$ cat config.mk
export PLATFORM = sky130hd
export DESIGN_NAME = cond_exec_scheduler_flat
export DESIGN_NICKNAME = d
export VERILOG_FILES = /design/src/rtl/cond_exec_scheduler_if.sv /design/src/rtl/cond_exec_scheduler.sv /design/src/flat_wrapper.sv
export SDC_FILE = /design/constraint.sdc
export NUM_CORES = 1
export LEC_CHECK = 0
export ABC_AREA = 1
export BUFFER_PORTS_ARGS = -buffer_cell sky130_fd_sc_hd__buf_4
export CORE_ASPECT_RATIO = 1.1
export CORE_MARGIN = 2
export CORE_UTILIZATION = 44
export CTS_CLUSTER_SIZE = 30
export DETAILED_ROUTE_END_ITERATION = 10
export PLACE_DENSITY_LB_ADDON = 0.3
export SLEW_MARGIN = 20
export SYNTH_ARGS = -nofsm -noshare
export SYNTH_HDL_FRONTEND = slang
export SYNTH_SLANG_ARGS = --single-unit
$ cat constraint.sdc
create_clock -name clk -period 1.93 [get_ports clk]
set_clock_uncertainty 0.05 [all_clocks]
set_input_delay 0.0965 -clock clk [delete_from_list [all_inputs] [get_ports clk]]
set_output_delay 0.0965 -clock clk [all_outputs]
set_load 0.005 [all_outputs]
$ cat src/rtl/cond_exec_scheduler_if.sv
// Issue-port bundle for cond_exec_scheduler: decode handshake, flag
// write-back, flush, registered issue result and scoreboard status.
interface cond_exec_scheduler_if #(
   parameter int CNT_W = 3
);
   logic             in_valid;
   logic             in_ready;
   logic [3:0]       in_cond;
   logic             in_set_flags;
   logic             flag_wr_en;
   logic [3:0]       flag_wr_data;
   logic             flush;
   logic             out_valid;
   logic             out_exec;
   logic             out_set_flags;
   logic [3:0]       status_q;
   logic             stall;
   logic [CNT_W-1:0] pending_cnt;
   logic             err_underflow;

   // Decode / EX side
   modport master (
      output in_valid, in_cond, in_set_flags, flag_wr_en, flag_wr_data, flush,
      input  in_ready, out_valid, out_exec, out_set_flags, status_q, stall,
             pending_cnt, err_underflow
   );

   // Scheduler side
   modport slave (
      input  in_valid, in_cond, in_set_flags, flag_wr_en, flag_wr_data, flush,
      output in_ready, out_valid, out_exec, out_set_flags, status_q, stall,
             pending_cnt, err_underflow
   );
endinterface

$ cat src/rtl/cond_exec_scheduler.sv
// cond_exec_scheduler: owns NZCV ({z,c,n,v}), counts in-flight flag writers,
// stalls flag-dependent instructions and registers the condition decision.
// Optional macro FLAG_FORWARD_EN: a dependent instruction may issue in the
// cycle the last pending flag write-back arrives, evaluating flag_wr_data.
module cond_exec_scheduler #(
   parameter int MAX_PENDING = 3,
   parameter int CNT_W       = 3
) (
   input  logic                  clk,
   input  logic                  rst,
   cond_exec_scheduler_if.slave  bus
);

   typedef enum logic [1:0] {RUN, BUSY, STALL} state_t;

   localparam logic [CNT_W-1:0] MAX_CNT = CNT_W'(MAX_PENDING);

   state_t           state_q, state_d;
   logic [CNT_W-1:0] pending_q, pending_d;
   logic [3:0]       status_q;
   logic             err_q;
   logic             out_valid_q, out_exec_q, out_set_q;

   logic             uses_flags, cnt_zero, cnt_full, fwd, dep_block;
   logic             ready, issue, exec_res, set_res, inc, dec;
   logic [3:0]       eval_flags;

   // ARM condition evaluation on flags ordered {z,c,n,v}
   function automatic logic cond_eval(input logic [3:0] cond, input logic [3:0] f);
      logic z, c, n, v;
      z = f[3];
      c = f[2];
      n = f[1];
      v = f[0];
      case (cond)
         4'h0:    return z;
         4'h1:    return ~z;
         4'h2:    return c;
         4'h3:    return ~c;
         4'h4:    return n;
         4'h5:    return ~n;
         4'h6:    return v;
         4'h7:    return ~v;
         4'h8:    return c & ~z;
         4'h9:    return ~c | z;
         4'hA:    return n == v;
         4'hB:    return n != v;
         4'hC:    return ~z & (n == v);
         4'hD:    return z | (n != v);
         4'hE:    return 1'b1;
         default: return 1'b0;
      endcase
   endfunction

   // Readiness, issue decision and scoreboard next count
   always_comb begin
      uses_flags = (bus.in_cond[3:1] != 3'b111);
      cnt_zero   = (pending_q == '0);
      cnt_full   = (pending_q == MAX_CNT);
`ifdef FLAG_FORWARD_EN
      fwd        = bus.flag_wr_en & (pending_q == CNT_W'(1));
`else
      fwd        = 1'b0;
`endif
      dep_block  = uses_flags & ~cnt_zero & ~fwd;
      eval_flags = fwd ? bus.flag_wr_data : status_q;
      ready      = ~bus.flush & ~dep_block & ~(bus.in_set_flags & cnt_full);
      issue      = bus.in_valid & ready;
      exec_res   = cond_eval(bus.in_cond, eval_flags);
      set_res    = bus.in_set_flags & exec_res;
      inc        = issue & set_res;
      dec        = bus.flag_wr_en & ~cnt_zero;
      pending_d  = pending_q;
      if (bus.flush)
         pending_d = '0;
      else if (inc & ~dec)
         pending_d = pending_q + CNT_W'(1);
      else if (dec & ~inc)
         pending_d = pending_q - CNT_W'(1);
   end

   // Scheduler state: flush wins, then a blocked instruction, then count
   always_comb begin
      state_d = state_q;
      case (state_q)
         RUN: begin
            if (bus.flush)                     state_d = RUN;
            else if (bus.in_valid & ~ready)    state_d = STALL;
            else if (inc)                      state_d = BUSY;
            else                               state_d = RUN;
         end
         BUSY, STALL: begin
            if (bus.flush)                     state_d = RUN;
            else if (bus.in_valid & ~ready)    state_d = STALL;
            else if (pending_d == '0)          state_d = RUN;
            else                               state_d = BUSY;
         end
         default: state_d = RUN;
      endcase
   end

   // State, flags, scoreboard and registered issue result
   always_ff @(posedge clk or posedge rst) begin
      if (rst) begin
         state_q     <= RUN;
         pending_q   <= '0;
         status_q    <= '0;
         err_q       <= 1'b0;
         out_valid_q <= 1'b0;
         out_exec_q  <= 1'b0;
         out_set_q   <= 1'b0;
      end else begin
         state_q     <= state_d;
         pending_q   <= pending_d;
         out_valid_q <= issue;
         if (bus.flag_wr_en)
            status_q <= bus.flag_wr_data;
         if (bus.flag_wr_en & cnt_zero)
            err_q <= 1'b1;
         if (issue) begin
            out_exec_q <= exec_res;
            out_set_q  <= set_res;
         end
      end
   end

   assign bus.in_ready      = ready;
   assign bus.stall         = bus.in_valid & ~ready;
   assign bus.out_valid     = out_valid_q;
   assign bus.out_exec      = out_exec_q;
   assign bus.out_set_flags = out_set_q;
   assign bus.status_q      = status_q;
   assign bus.pending_cnt   = pending_q;
   assign bus.err_underflow = err_q;

endmodule

$ cat src/flat_wrapper.sv
// flat-port wrapper written by rule: the top's interface ports become plain ports
module cond_exec_scheduler_flat 
#(
   parameter int MAX_PENDING = 3,
   parameter int CNT_W       = 3
)
  (clk, rst, bus_in_valid, bus_in_cond, bus_in_set_flags, bus_flag_wr_en, bus_flag_wr_data, bus_flush, bus_in_ready, bus_out_valid, bus_out_exec, bus_out_set_flags, bus_status_q, bus_stall, bus_pending_cnt, bus_err_underflow);
  cond_exec_scheduler_if #(.CNT_W(CNT_W)) bus_i ();
  input  logic clk;
  input  logic rst;
  input wire logic [$bits(bus_i.in_valid)-1:0] bus_in_valid;
  input wire logic [$bits(bus_i.in_cond)-1:0] bus_in_cond;
  input wire logic [$bits(bus_i.in_set_flags)-1:0] bus_in_set_flags;
  input wire logic [$bits(bus_i.flag_wr_en)-1:0] bus_flag_wr_en;
  input wire logic [$bits(bus_i.flag_wr_data)-1:0] bus_flag_wr_data;
  input wire logic [$bits(bus_i.flush)-1:0] bus_flush;
  output wire logic [$bits(bus_i.in_ready)-1:0] bus_in_ready;
  output wire logic [$bits(bus_i.out_valid)-1:0] bus_out_valid;
  output wire logic [$bits(bus_i.out_exec)-1:0] bus_out_exec;
  output wire logic [$bits(bus_i.out_set_flags)-1:0] bus_out_set_flags;
  output wire logic [$bits(bus_i.status_q)-1:0] bus_status_q;
  output wire logic [$bits(bus_i.stall)-1:0] bus_stall;
  output wire logic [$bits(bus_i.pending_cnt)-1:0] bus_pending_cnt;
  output wire logic [$bits(bus_i.err_underflow)-1:0] bus_err_underflow;
  assign bus_i.in_valid = bus_in_valid;
  assign bus_i.in_cond = bus_in_cond;
  assign bus_i.in_set_flags = bus_in_set_flags;
  assign bus_i.flag_wr_en = bus_flag_wr_en;
  assign bus_i.flag_wr_data = bus_flag_wr_data;
  assign bus_i.flush = bus_flush;
  assign bus_in_ready = bus_i.in_ready;
  assign bus_out_valid = bus_i.out_valid;
  assign bus_out_exec = bus_i.out_exec;
  assign bus_out_set_flags = bus_i.out_set_flags;
  assign bus_status_q = bus_i.status_q;
  assign bus_stall = bus_i.stall;
  assign bus_pending_cnt = bus_i.pending_cnt;
  assign bus_err_underflow = bus_i.err_underflow;
  cond_exec_scheduler #(.MAX_PENDING(MAX_PENDING), .CNT_W(CNT_W)) u_core (.clk(clk), .rst(rst), .bus(bus_i));
endmodule
==> results of run 1 <==
## worst max path at each step
stage	cells past startpoint	slack, ps	end
2_1_floorplan	15	-60	u_core.bus.pending_cnt[2]$_DFFE_PP0P_
3_3_place_gp	15	-30	u_core.bus.pending_cnt[2]$_DFFE_PP0P_
3_5_place_dp	15	-150	u_core.bus.pending_cnt[2]$_DFFE_PP0P_
4_1_cts	15	-70	u_core.bus.pending_cnt[2]$_DFFE_PP0P_
5_1_grt	16	-260	u_core.bus.pending_cnt[2]$_DFFE_PP0P_
6_report	15	-120	u_core.bus.pending_cnt[2]$_DFFE_PP0P_
## cells in the final DEF, fill, tap and decap left out, drive strengths merged
cell	Yosys	final
buf	0	42
nand2	36	36
inv	21	21
nand3	14	14
dfrtp	11	11
nor2	11	11
o21ai	6	6
nand4	5	5
dlygate4sd3	0	4
clkbuf	1	4
a21oi	2	2
nor3	1	1
xnor2	1	1
o21bai	1	1
mux2	1	1
fa	1	1
## per-layer routing
metal  GRT usage [%]  share of wire, %  vias to the layer above  wire length (um)
li1                -                 -                      454                 -
met1            28.4                38                      431               895
met2            46.1                58                       19              1380
met3            3.70               3.1                        2                72
met4            8.59              0.59                        0                14
met5               0                 0                        -                 0
## area by class of cell
cell class,count,area (um2)
fillers,133,514
multi-input cells,79,469
inverters,21,78.8
repair buffers,46,355
clock buffers,4,26.3
flip-flops and latches,11,275
well taps,18,22.5
## kinds of logic (layout without fill, tap and decap cells)
group           count (synthesis)  count (layout)
flops                          11              11
compound gates                  9               9
mux                             1               1
simple gates                   67              67
fa+ha+maj                       1               1
xor+xnor                        1               1
buf+inv                        22              71
## repair_timing
item / CTS / global route
endpoints found under the setup margin: 2 / 2
hold buffers: 4 / 0
pin swaps: 4 / 2
endpoints found under the hold margin: 14 / 0
setup buffers: 3 / 1
gates resized for setup: 6 / 2
## registers in the layout, summed over array words and instances (netlist names)
register	count
u_core.bus.out_set_flags	1
u_core.bus.err_underflow	1
u_core.bus.status_q	4
u_core.bus.out_valid	1
u_core.bus.out_exec	1
u_core.bus.pending_cnt	3
## power groups by stage
stage                     logic, mW  clock network (mW)  registers [mW]
after floorplan               0.293                   0           0.337
after global placement        0.565                   0           0.318
after detailed placement      0.591                   0           0.321
after CTS                     0.618               0.167           0.318
after global routing          0.684               0.176           0.324
final                         0.623               0.158           0.319
## worst max-delay path, cell delays in order (launching register included)
cell	delay [ps]
dfrtp_1	430
inv_2	100
nand2_2	70
nand3_2	70
nand2_1	60
nand2_1	70
nand2_1	70
nor2_2	110
nand2_2	80
nand4_4	90
inv_2	40
fa_2	350
xnor2_2	160
nand2_1	80
nand3_1	80
nand2_1	50
==> results.py, run 1 <==
metrics = {
    "run_status": {
        "status": "complete, but fails checks",
        "violations": "setup timing",
    },
    "logic_synthesis": {
        "yosysMostFrequentCell": "nand2_1",
        "synth-seq-cells": 11,
        "synthSimpleGateAreaFrac_pct": 43.5,
        "synth_top_family_by_area": "simple AND/OR/NAND/NOR gates",
        "synthFlopType": "dfrtp_1",
        "synthAdderAreaFrac_pct": 2.50,
        "synthArstFlopShare_pct": 100,
        "synth-compound-area-share_pct": 6.86,
        "synthTopCellsByArea": "dfrtp_1, nand2_1, inv_1",
        "synth_mux_area_share_pct": 1.40,
        "synth_edf_count": 0,
        "synth_xor_area_share_pct": 1.09,
        "synthCells": 112,
        "yosysSeqAreaShare_pct": 34.3,
        "synthTopCellsByCount": "nand2_1, inv_1, dfrtp_1, nand3_1, nor2_1",
        "synth_area_um2": 802,
        "synth.distinct_cells": 24,
        "synth_nets": 127,
        "synth_top_area_share_pct": 34.3,
        "synth_largest_area_cell": "dfrtp_1",
        "yosys_warnings": 0,
        "syn_avg_cell_area_um2": 7.16,
    },
    "route": {
        "wire_per_inst_um": 13.2,
        "drtIter0Drc": 21,
        "ant_nets": 0,
        "vias": 906,
        "avgViaCountPerCell": 5.06,
        "drt_wl_total_um": 2360,
        "drc": 0,
        "first_pass_iters": 4,
    },
    "clock_network": {
        "numCtsBuffers": 3,
        "clk_pin_slew_ps": 70,
        "clk_path_buf_depth": 2,
        "root_buffer": "clkbuf_4",
        "cts_tree": "built",
        "clock-sinks": 11,
        "clock_latency_ps": 270,
        "cts_max_level": 1,
    },
    "timing": {
        "hold_violations": 0,
        "fin_ws_ps": -121,
        "fmax_ghz": 0.488,
        "min_period_over_period_pct": 106,
        "setup_viol": 2,
        "worstMarginPinSlew_ps": 433,
        "fin_crit_ps": 2050,
        "drv_slew": 0,
        "relSlewSlack_pct": 71.1,
        "rsz0062_at_grt": "true",
        "hold_slack_ps": 15.6,
        "setup_tns_ps": -199,
    },
    "placement": {
        "placed_cell_area_mm2": 0.00112,
        "dp.final_hpwl_um": 1710,
        "place_ws_ps": -152,
        "gp_congestion": 0.907,
        "dp.cells": 167,
        "port_buffers": 26,
    },
    "critical_path": {
        "crit_required_ps": 2050,
        "crit_path_end_kind": "flop",
        "path_class": "reg2reg",
        "cp_max_fo": 3,
        "r2r-end": "u_core.bus.pending_cnt[2]$_DFFE_PP0P_",
        "start_kind": "flop",
        "r2r_cells": 15,
        "reg2reg_slack_ps": -120,
        "crit_path_start": "u_core.bus.status_q[0]$_DFFE_PP0P_",
        "worstPathArrival_ps": 2170,
        "r2r-start": "u_core.bus.status_q[0]$_DFFE_PP0P_",
    },
    "finish": {
        "nNetsFinal": 177,
        "fin_cells": 179,
        "design_area_mm2": 0.00123,
        "n_antenna_cell": 0,
        "final_core_utilization_pct": 70.5,
        "drive_gt1_share_pct": 42.2,
        "area_growth_pct": 53.0,
    },
    "floorplan": {
        "placementRows": 16,
        "die_x_um": 44.7,
        "die-area_mm2": 0.00218,
        "ios": 27,
        "coreArea_mm2": 0.00174,
        "die_h_um": 48.8,
        "initial_utilization_pct": 46.0,
    },
    "power": {
        "pwr-share-seq_pct": 29.0,
        "leakage_nw": 0.697,
        "sw_frac_of_total_pct": 37.8,
        "p_int_mw": 0.684,
        "pwr-share-clk_pct": 14.4,
        "power_frac_comb_pct": 56.6,
        "power_mw": 1.10,
        "ir_drop_mv": 0.539,
        "power_density_mw_per_mm2": 897,
        "p_switching_mw": 0.416,
    },
    "grt": {
        "track_usage_pct": 25.2,
        "grt_max_degree": 12,
        "grt_first_pass_wirelength_um": 4070,
        "antenna_found_initial": 0,
        "gr-total-overflow": 0,
        "grt_pass1_vias": 923,
    },
    "worst_hold_path": {
        "hold_path_class": "in2reg",
        "hold_path_depth": 3,
        "hp-start": "bus_flag_wr_data[1]",
        "worstHoldEndpoint": "u_core.bus.status_q[1]$_DFFE_PP0P_",
    },
    "flow_run": {
        "drv_cap": 0,
    },
}
(Power assumes the default switching activity.)
==> run 2: changes to the inputs <==
- ABC_AREA: 1 -> not set
- CORE_UTILIZATION: 44 -> 43
==> results.py, run 2 <==
metrics = {
    "critical_path": {
        "cp_max_fo": 4,
        "path_class": "reg2reg",
        "cp.buffers_inverters": 0,
        "crit_path_end_kind": "flop",
        "crit_required_ps": 2010,
        "critPathMaxStageDelay_ps": 430,
        "path_cells": "xor2_2, o2bb2ai_2, mux2i_2, a31oi_4, and3b_2, fa_2, and3_1, mux2i_1, mux2_1",
        "cp_slowest_cell": "dfrtp_2",
        "critPathTopFamily": "multiplexers",
        "worstPathArrival_ps": 2760,
        "start_kind": "flop",
    },
    "floorplan": {
        "initial_utilization_pct": 44.8,
        "die_h_um": 48.7,
        "ios": 27,
        "coreArea_mm2": 0.00174,
        "die_x_um": 44.6,
        "die-area_mm2": 0.00217,
        "placementRows": 16,
    },
    "finish": {
        "n_antenna_cell": 0,
        "nNetsFinal": 146,
        "fill_cells": 139,
        "layout_common_cells": "buf_4, dfrtp_1, inv_1",
        "fin_cells": 148,
        "largest_reg_flops": 4,
        "final_core_utilization_pct": 73.1,
        "final_common_cell": "buf_4",
        "design_area_mm2": 0.00127,
        "largest_register": "u_core.bus.status_q",
        "area_growth_pct": 63.1,
        "drive_gt1_share_pct": 58.5,
    },
    "grt": {
        "grtUsageMet1_pct": 25.2,
        "grt_use_met3_pct": 2.24,
        "gr-total-overflow": 0,
        "grt_first_pass_wirelength_um": 3410,
        "gr-usage-met2_pct": 37.2,
        "busiest_layer": "met2",
        "track_usage_pct": 20.8,
        "grt_pass1_vias": 821,
        "antenna_found_initial": 0,
        "grt_max_degree": 12,
    },
    "route": {
        "drc": 0,
        "drtIter0Drc": 12,
        "wire_per_inst_um": 13.8,
        "vias": 783,
        "ant_nets": 0,
        "drt_wl_total_um": 2050,
        "avgViaCountPerCell": 5.29,
        "first_pass_iters": 4,
    },
    "logic_synthesis": {
        "syn_avg_cell_area_um2": 9.88,
        "synthFlopType": "dfrtp_1",
        "synth.distinct_cells": 38,
        "synthTopCellsByArea": "dfrtp_1, mux2_2, nor3b_1",
        "yosysMostFrequentCell": "dfrtp_1",
        "synthCells": 79,
        "synth_nets": 94,
        "synthArstFlopShare_pct": 100,
        "yosysSeqAreaShare_pct": 35.3,
        "synth_top_area_share_pct": 35.3,
        "synthTopCellsByCount": "dfrtp_1, inv_1, nand2_1, nor3b_1",
        "synth_edf_count": 0,
        "synth_area_um2": 781,
        "synth-seq-cells": 11,
        "yosys_warnings": 0,
        "synth_largest_area_cell": "dfrtp_1",
    },
    "timing": {
        "min_period_over_period_pct": 139,
        "drv_slew": 0,
        "worstMarginPinSlew_ps": 418,
        "relSlewSlack_pct": 72.1,
        "fmax_ghz": 0.373,
        "fin_crit_ps": 2680,
        "rsz0062_at_grt": "true",
        "setup_tns_ps": -2190,
        "hold_slack_ps": 29.9,
        "hold_violations": 0,
        "fin_ws_ps": -753,
        "setup_viol": 5,
    },
    "power": {
        "leakage_nw": 0.620,
        "power_density_mw_per_mm2": 958,
        "ir_drop_mv": 0.650,
        "power_mw": 1.22,
    },
    "run_status": {
        "status": "complete, but fails checks",
        "violations": "setup timing",
    },
    "clock_network": {
        "clock-sinks": 11,
        "clk_path_buf_depth": 2,
        "clock_latency_ps": 260,
        "numCtsBuffers": 3,
        "root_buffer": "clkbuf_4",
        "cts_max_level": 1,
        "cts_tree": "built",
        "clk_pin_slew_ps": 60,
    },
    "placement": {
        "placed_cell_area_mm2": 0.00116,
        "gp_congestion": 0.876,
        "dp.cells": 140,
        "place_ws_ps": -731,
        "port_buffers": 26,
        "dp.final_hpwl_um": 1620,
    },
    "worst_hold_path": {
        "hold_path_class": "in2reg",
    },
    "flow_run": {
        "drv_cap": 0,
    },
}
run 2: kinds of logic (layout without fill, tap and decap cells):
family          Yosys count  after routing  share of synthesized area (%)
compound gates           13             13                           14.9
simple gates             32             32                           26.6
buf+inv                  12             63                           7.21
xor+xnor                  2              2                           2.24
flops                    11             11                           35.3
fa+ha+maj                 1              1                           2.56
mux                       8              8                           11.2
run 2: final timing paths:
path	from	slack, ps	endpoint	depth (start not counted)
worst min-delay path	bus_flag_wr_data[0]	30	u_core.bus.status_q[0]$_DFFE_PP0P_	2
min in group asynchronous	rst	340	u_core.bus.pending_cnt[0]$_DFFE_PP0P_	3
worst max register to register	u_core.bus.status_q[0]$_DFFE_PP0P_	-750	u_core.bus.pending_cnt[2]$_DFFE_PP0P_	9
worst min register to register	u_core.bus.err_underflow$_DFFE_PP0P_	450	u_core.bus.err_underflow$_DFFE_PP0P_	1
worst max-delay path	u_core.bus.status_q[0]$_DFFE_PP0P_	-750	u_core.bus.pending_cnt[2]$_DFFE_PP0P_	9
max in group asynchronous	rst	1160	u_core.bus.status_q[0]$_DFFE_PP0P_	3
run 2: metal layers:
layer / part of all wire (%) / vias to the layer above / wire length (um)
met5: 0 / - / 0
li1: - / 385 / -
met4: 1.0 / 0 / 21
met3: 2.2 / 2 / 46
met2: 58 / 13 / 1180
met1: 39 / 383 / 800
run 2: report_power, final:
group | switching, mW | internal, mW | leakage, nW | total (mW)
Sequential | 0.0402 | 0.295 | 0.133 | 0.335
Combinational | 0.301 | 0.437 | 0.472 | 0.738
Clock | 0.0675 | 0.0795 | 0.0150 | 0.147
run 2: worst register-to-register path: cells and delay by family (launching register included):
family / cells / cell delay [ps]
and+or+nand+nor: 2 / 410
adders and majority gates: 1 / 340
AOI/OAI and AO/OA: 2 / 330
xor gates and xnor gates: 1 / 190
muxes: 3 / 800
DFF: 1 / 430
run 2: layout make-up:
type | instances | area, um2 | share of cell area [%]
clock buffer | 4 | 26.3 | 2.06
inverter | 6 | 22.5 | 1.77
multi-input combinational | 56 | 518 | 40.7
sequential | 11 | 278 | 21.8
tap | 18 | 22.5 | 1.77
timing repair buffer | 53 | 407 | 31.9
run 2: timing repair:
| item | in CTS | in global routing |
|---|---|---|
| resized for setup | 4 | 12 |
| setup buffers | 1 | 2 |
| cloned | 0 | 0 |
| endpoints found under the hold margin | 13 | 0 |
| pin swaps | 0 | 3 |
| hold buffers | 2 | 0 |
| setup endpoints to repair | 4 | 5 |
